--- config.mk ---
export PLATFORM = sky130hd
export DESIGN_NAME = i2c_arbiter_flat
export DESIGN_NICKNAME = d
export VERILOG_FILES = /design/src/rtl/i2c_arbiter_if.sv /design/src/rtl/i2c_arbiter.sv /design/src/flat_wrapper.sv
export SDC_FILE = /design/constraint.sdc
export NUM_CORES = 1
export LEC_CHECK = 0
export CAP_MARGIN = 20
export CORE_AREA = 2 2 91 93
export DETAILED_ROUTE_END_ITERATION = 8
export DIE_AREA = 0 0 93 95
export PLACE_DENSITY = 0.76
export RECOVER_POWER = 50
export SLEW_MARGIN = 5
export SYNTH_ARGS = -nofsm -noshare
export SYNTH_HDL_FRONTEND = slang
export SYNTH_SLANG_ARGS = --single-unit
--- constraint.sdc ---
create_clock -name clk -period 2.1 [get_ports clk]
set_input_delay 0.315 -clock clk [delete_from_list [all_inputs] [get_ports clk]]
set_output_delay 0.315 -clock clk [all_outputs]
set_load 0.05 [all_outputs]
--- src/rtl/i2c_arbiter_if.sv ---
// Bundle of requester-side and I2C-master-side signals around the arbiter.
// The slave modport is the arbiter's view; master is the environment's view.
interface i2c_arbiter_if;
   logic [3:0]  req;
   logic [31:0] req_addr;
   logic [31:0] req_wdata;
   logic [3:0]  req_fast;
   logic [3:0]  gnt;
   logic [3:0]  done;
   logic        err;
   logic [7:0]  rdata;
   logic        busy;
   logic [3:0]  mst_cmd;
   logic [7:0]  mst_addr;
   logic [7:0]  mst_wdata;
   logic [7:0]  mst_rdata;
   logic        mst_ready;

   modport slave (
      input  req, req_addr, req_wdata, req_fast, mst_rdata, mst_ready,
      output gnt, done, err, rdata, busy, mst_cmd, mst_addr, mst_wdata
   );

   modport master (
      output req, req_addr, req_wdata, req_fast, mst_rdata, mst_ready,
      input  gnt, done, err, rdata, busy, mst_cmd, mst_addr, mst_wdata
   );
endinterface

--- src/rtl/i2c_arbiter.sv ---
// Round-robin arbiter sharing one I2C master among four requesters, with a
// per-phase timeout that forces a one-cycle master reset and error completion.
module i2c_arbiter #(
   parameter int unsigned TIMEOUT_CYCLES = 4096
) (
   input logic         clk,
   input logic         rst,
   i2c_arbiter_if.slave bus_io
);

   localparam logic [1:0] StIdle     = 2'd0;
   localparam logic [1:0] StIssue    = 2'd1;
   localparam logic [1:0] StWaitDone = 2'd2;
   localparam logic [1:0] StRecover  = 2'd3;

   localparam logic [15:0] TimeoutLast = 16'(TIMEOUT_CYCLES - 1);

   logic [1:0]  state_q, state_d;
   logic [1:0]  ptr_q, ptr_d;
   logic [15:0] cnt_q, cnt_d;
   logic [3:0]  gnt_q, gnt_d;
   logic [3:0]  done_q, done_d;
   logic        err_q, err_d;
   logic [7:0]  rdata_q, rdata_d;
   logic        busy_q, busy_d;
   logic [3:0]  mst_cmd_q, mst_cmd_d;
   logic [7:0]  mst_addr_q, mst_addr_d;
   logic [7:0]  mst_wdata_q, mst_wdata_d;

   logic        win_valid;
   logic [1:0]  win_idx;
   logic [1:0]  cand;

   // Search starts one past the last granted index and wraps around.
   always_comb begin
      win_valid = 1'b0;
      win_idx   = ptr_q;
      cand      = '0;
      for (int k = 1; k <= 4; k++) begin
         cand = ptr_q + 2'(k);
         if (!win_valid && bus_io.req[cand]) begin
            win_valid = 1'b1;
            win_idx   = cand;
         end
      end
   end

   always_comb begin
      state_d     = state_q;
      ptr_d       = ptr_q;
      cnt_d       = cnt_q;
      gnt_d       = gnt_q;
      done_d      = '0;
      err_d       = 1'b0;
      rdata_d     = rdata_q;
      busy_d      = busy_q;
      mst_cmd_d   = mst_cmd_q;
      mst_addr_d  = mst_addr_q;
      mst_wdata_d = mst_wdata_q;

      unique case (state_q)
         StIdle: begin
            if (win_valid) begin
               state_d     = StIssue;
               ptr_d       = win_idx;
               cnt_d       = '0;
               gnt_d       = 4'b0001 << win_idx;
               busy_d      = 1'b1;
               mst_addr_d  = bus_io.req_addr[{win_idx, 3'b000} +: 8];
               mst_wdata_d = bus_io.req_wdata[{win_idx, 3'b000} +: 8];
               mst_cmd_d   = {bus_io.req_fast[win_idx], 3'b001};
            end
         end
         StIssue: begin
            // A master already busy on entry counts as acceptance.
            if (!bus_io.mst_ready) begin
               state_d      = StWaitDone;
               cnt_d        = '0;
               mst_cmd_d[0] = 1'b0;
            end else if (cnt_q == TimeoutLast) begin
               state_d   = StRecover;
               mst_cmd_d = 4'b0100;
               done_d    = gnt_q;
               err_d     = 1'b1;
            end else begin
               cnt_d = cnt_q + 16'd1;
            end
         end
         StWaitDone: begin
            if (bus_io.mst_ready) begin
               state_d   = StIdle;
               rdata_d   = bus_io.mst_rdata;
               done_d    = gnt_q;
               gnt_d     = '0;
               busy_d    = 1'b0;
               mst_cmd_d = '0;
            end else if (cnt_q == TimeoutLast) begin
               state_d   = StRecover;
               mst_cmd_d = 4'b0100;
               done_d    = gnt_q;
               err_d     = 1'b1;
            end else begin
               cnt_d = cnt_q + 16'd1;
            end
         end
         StRecover: begin
            state_d   = StIdle;
            gnt_d     = '0;
            busy_d    = 1'b0;
            mst_cmd_d = '0;
         end
         default: begin
            state_d = StIdle;
         end
      endcase
   end

   // Reset value 3 makes requester 0 the first candidate.
   always_ff @(posedge clk) begin
      if (rst) begin
         state_q     <= StIdle;
         ptr_q       <= 2'd3;
         cnt_q       <= '0;
         gnt_q       <= '0;
         done_q      <= '0;
         err_q       <= 1'b0;
         rdata_q     <= '0;
         busy_q      <= 1'b0;
         mst_cmd_q   <= '0;
         mst_addr_q  <= '0;
         mst_wdata_q <= '0;
      end else begin
         state_q     <= state_d;
         ptr_q       <= ptr_d;
         cnt_q       <= cnt_d;
         gnt_q       <= gnt_d;
         done_q      <= done_d;
         err_q       <= err_d;
         rdata_q     <= rdata_d;
         busy_q      <= busy_d;
         mst_cmd_q   <= mst_cmd_d;
         mst_addr_q  <= mst_addr_d;
         mst_wdata_q <= mst_wdata_d;
      end
   end

   assign bus_io.gnt       = gnt_q;
   assign bus_io.done      = done_q;
   assign bus_io.err       = err_q;
   assign bus_io.rdata     = rdata_q;
   assign bus_io.busy      = busy_q;
   assign bus_io.mst_cmd   = mst_cmd_q;
   assign bus_io.mst_addr  = mst_addr_q;
   assign bus_io.mst_wdata = mst_wdata_q;

endmodule

--- src/flat_wrapper.sv ---
// flat-port wrapper written by rule: the top's interface ports become plain ports
module i2c_arbiter_flat 
#(
   parameter int unsigned TIMEOUT_CYCLES = 4096
)
  (clk, rst, bus_io_req, bus_io_req_addr, bus_io_req_wdata, bus_io_req_fast, bus_io_mst_rdata, bus_io_mst_ready, bus_io_gnt, bus_io_done, bus_io_err, bus_io_rdata, bus_io_busy, bus_io_mst_cmd, bus_io_mst_addr, bus_io_mst_wdata);
  i2c_arbiter_if bus_io_i ();
  input logic clk;
  input logic rst;
  input wire logic [$bits(bus_io_i.req)-1:0] bus_io_req;
  input wire logic [$bits(bus_io_i.req_addr)-1:0] bus_io_req_addr;
  input wire logic [$bits(bus_io_i.req_wdata)-1:0] bus_io_req_wdata;
  input wire logic [$bits(bus_io_i.req_fast)-1:0] bus_io_req_fast;
  input wire logic [$bits(bus_io_i.mst_rdata)-1:0] bus_io_mst_rdata;
  input wire logic [$bits(bus_io_i.mst_ready)-1:0] bus_io_mst_ready;
  output wire logic [$bits(bus_io_i.gnt)-1:0] bus_io_gnt;
  output wire logic [$bits(bus_io_i.done)-1:0] bus_io_done;
  output wire logic [$bits(bus_io_i.err)-1:0] bus_io_err;
  output wire logic [$bits(bus_io_i.rdata)-1:0] bus_io_rdata;
  output wire logic [$bits(bus_io_i.busy)-1:0] bus_io_busy;
  output wire logic [$bits(bus_io_i.mst_cmd)-1:0] bus_io_mst_cmd;
  output wire logic [$bits(bus_io_i.mst_addr)-1:0] bus_io_mst_addr;
  output wire logic [$bits(bus_io_i.mst_wdata)-1:0] bus_io_mst_wdata;
  assign bus_io_i.req = bus_io_req;
  assign bus_io_i.req_addr = bus_io_req_addr;
  assign bus_io_i.req_wdata = bus_io_req_wdata;
  assign bus_io_i.req_fast = bus_io_req_fast;
  assign bus_io_i.mst_rdata = bus_io_mst_rdata;
  assign bus_io_i.mst_ready = bus_io_mst_ready;
  assign bus_io_gnt = bus_io_i.gnt;
  assign bus_io_done = bus_io_i.done;
  assign bus_io_err = bus_io_i.err;
  assign bus_io_rdata = bus_io_i.rdata;
  assign bus_io_busy = bus_io_i.busy;
  assign bus_io_mst_cmd = bus_io_i.mst_cmd;
  assign bus_io_mst_addr = bus_io_i.mst_addr;
  assign bus_io_mst_wdata = bus_io_i.mst_wdata;
  i2c_arbiter #(.TIMEOUT_CYCLES(TIMEOUT_CYCLES)) u_core (.clk(clk), .rst(rst), .bus_io(bus_io_i));
endmodule
==> results.cfg <==
[run_status]
outcome = finished, final reports clean

[synth]
synthXorXnorAreaFrac_pct = 3.43
yosys.cell_types.count = 43
synth_top_family_by_area = compound AO/OA/AOI/OAI gates
yosys.area.top_type = dfxtp_1
synthMuxAreaShare_pct = 5.55
syn_area_per_cell_um2 = 8.44
synth_cells = 363
syn-num-nets = 452
synth_top_area_share_pct = 37.9
synth-main-ff-cell = dfxtp_1
async_flop_share_pct = 0
synth.top_cells.by_area = dfxtp_1, a211oi_1, mux2i_1, nand2_1, a31oi_1
netlist_area_mm2 = 0.00306
synthAdderAreaFrac_pct = 2.45
synth_compound_area_share_pct = 24.5
yosys.area_share.simple_pct = 20.2
yosysSeqAreaShare_pct = 37.9
synth_edf_count = 0
yosysWarningCount = 0
synth_seq_cells = 58

[floorplanning]
die_height_um = 95
core_mm2 = 0.00793
std_cell_rows = 33
initial_core_util_pct = 38.7
io_pins = 121
dieArea_mm2 = 0.00884
die_x_um = 93

[layout]
final_common_cell = clkdlybuf4s50_1
fin_nets = 598
drive_gt1_share_pct = 11.5
final_area_mm2 = 0.00479
area_growth_pct = 56.5
postLayoutCoreUtil_pct = 60.5
diodes = 0
fillers = 706
final_cell_mix = clkdlybuf4s50_1, dfxtp_1, nand2_1
instances_no_fill = 619

[power_and_ir_drop]
peakVddDrop_mv = 0.358
netSwitchingFraction_pct = 36.2
power_frac_seq_pct = 36.0
internal_power_w = 0.00225
p_leak_nw = 1.94
p_per_area_mw_per_mm2 = 736
pwr-share-comb_pct = 38.8
switchingPower_w = 0.00128
pwr-share-clk_pct = 25.2

[clock_network]
clock_latency_ns = 0.35
ctsHtreeMaxLevel = 3
numCtsBuffers = 9
root_buffer = clkbuf_8
clock_path_buffers = 2
numClockSinks = 58
clk_pin_slew_ns = 0.06
holdBufCountCts = 0
tritoncts = built

[routing]
route.detailed.drc = 0
drt-initial-drc-count = 165
ant_nets = 0
via_count = 3278
routed_wirelength_um = 8830
avgRoutedWirePerCell_um = 14.3
vias_per_cell = 5.30
dr.pass1.iters = 5

[worst_hold_path]
whs_path_depth = 2
hp-class = reg2reg
hp-start = u_core.bus_io.rdata[1]

[sta]
rsz0062_at_grt = true
fmax_mhz = 485
maxSlewViolCount = 0
relSlewSlack_pct = 64.7
period_share_pct = 98.2
skew_ns = 0.00722
finalSetupViolCount = 0
layout_min_cycle_time_ns = 2.06
worst_pin_slew_ns = 0.527
fin_hold_ws_ns = 0.453
hold_viol_final = 0

[setup_path]
startpoint_type = register
worst_ep_arrival_time_ns = 2.29
required_ns = 2.32
cp-end-kind = register
criticalPathCategory = reg2reg
reg2regPathDepth = 6
timing.rr.start = u_core.cnt_q[15]
startpoint = u_core.cnt_q[15]
crit_fanout = 5

[place]
dp.cells = 601
io_buffers = 120
gp_congestion = 0.846
dpl.hpwl_um = 6700
dpl-instance-area_mm2 = 0.00461

[global_routing]
antenna_found_initial = 0
grt_pass1_wl_um = 14700
track_usage_pct = 20.9
grt_overflow = 0
grt_max_degree = 42
grt_pass1_vias = 3225

[job]
drv_cap = 0
## per-stage QoR
stage	setup TNS [ns]	power, W	setup WS (ns)
after floorplan	0	0.00208	0.0432
after global placement	-2.32	0.00267	-0.129
after detailed placement	-4.08	0.00269	-0.174
after CTS	0	0.00358	0.0196
after global routing	-0.170	0.00371	-0.0298
final	0	0.00353	0.0387
## sequential cells by signal (all words and copies together) (netlist names)
| signal | count |
|---|---|
| u_core.bus_io.busy | 1 |
| u_core.bus_io.gnt | 4 |
| u_core.ptr_q | 2 |
| u_core.state_q | 2 |
| u_core.bus_io.err | 1 |
| u_core.bus_io.mst_addr | 8 |
| u_core.bus_io.rdata | 8 |
| u_core.bus_io.mst_cmd | 4 |
| u_core.cnt_q | 16 |
| u_core.bus_io.done | 4 |
| u_core.bus_io.mst_wdata | 8 |
## repair_timing
| action | in CTS | in global routing |
|---|---|---|
| setup endpoints to repair | 0 | 16 |
| buffers inserted | 0 | 2 |
| gates resized for setup | 0 | 9 |
## synthesized netlist by cell type (all sizes together) (2+ instances only)
library cell  number
inv               23
clkbuf            16
buf                6
a21oi             23
o31ai              2
o21bai            15
mux2i             17
nor2b              4
nor2              25
nand3              9
and3               3
a2111oi            3
and2               7
nor3               3
a211o              3
dfxtp             58
nand2b             3
ha                 6
or4                5
or3b               2
a21o               2
a31oi             18
nor4               2
nand4             12
o21ai              6
o311ai             2
nand2             35
xor2              12
a211oi            33
## critical path: stages (launching register included)
cell and delay [ns]:
dfxtp_2 0.32, or4_4 0.53, or4_4 0.59, buf_6 0.16, nand4_1 0.11, xor2_1 0.17
nor2_1 0.05
## power by group through the flow
stage	clock [W]	sequential (W)	combinational [W]
finish	0.000890	0.00127	0.00137
global route	0.000960	0.00129	0.00147
CTS	0.000913	0.00127	0.00140
detailed placement	0	0.00129	0.00139
global placement	0	0.00130	0.00138
floorplan	0	0.00159	0.000485
## routing by layer
layer	share of wire, %	wire length (µm)	global-route usage (%)
met1	41	3590	24.9
met2	49	4290	34.8
met3	9.2	817	5.67
met4	1.6	142	10.4
met5	0	0	0
## final timing paths
check	end	slack, ns
worst max-delay path	u_core.cnt_q[5]	0.04
worst min-delay path	u_core.bus_io.rdata[1]	0.45
worst max register to register	u_core.cnt_q[5]	0.04
worst min register to register	u_core.bus_io.rdata[1]	0.45
## layout make-up
| cell class | count | area [µm²] | share of cell area, % |
|---|---|---|---|
| multi-input cells | 260 | 1730 | 36.0 |
| well taps | 105 | 131 | 2.74 |
| inverters | 23 | 86.3 | 1.80 |
| repair buffers | 157 | 1520 | 31.7 |
| clock buffers | 13 | 149 | 3.11 |
| flip-flops and latches | 58 | 1170 | 24.4 |
| clock inverters | 3 | 15.0 | 0.313 |
## cells by family after synthesis
family / after synthesis
AO/OA/AOI/OAI: 109
XOR/XNOR: 12
adder cells (fa/ha/maj): 6
buffers and inverters: 45
flip-flops: 58
multiplexers: 17
AND/OR/NAND/NOR: 116
Power figures use the tool's default switching activity.
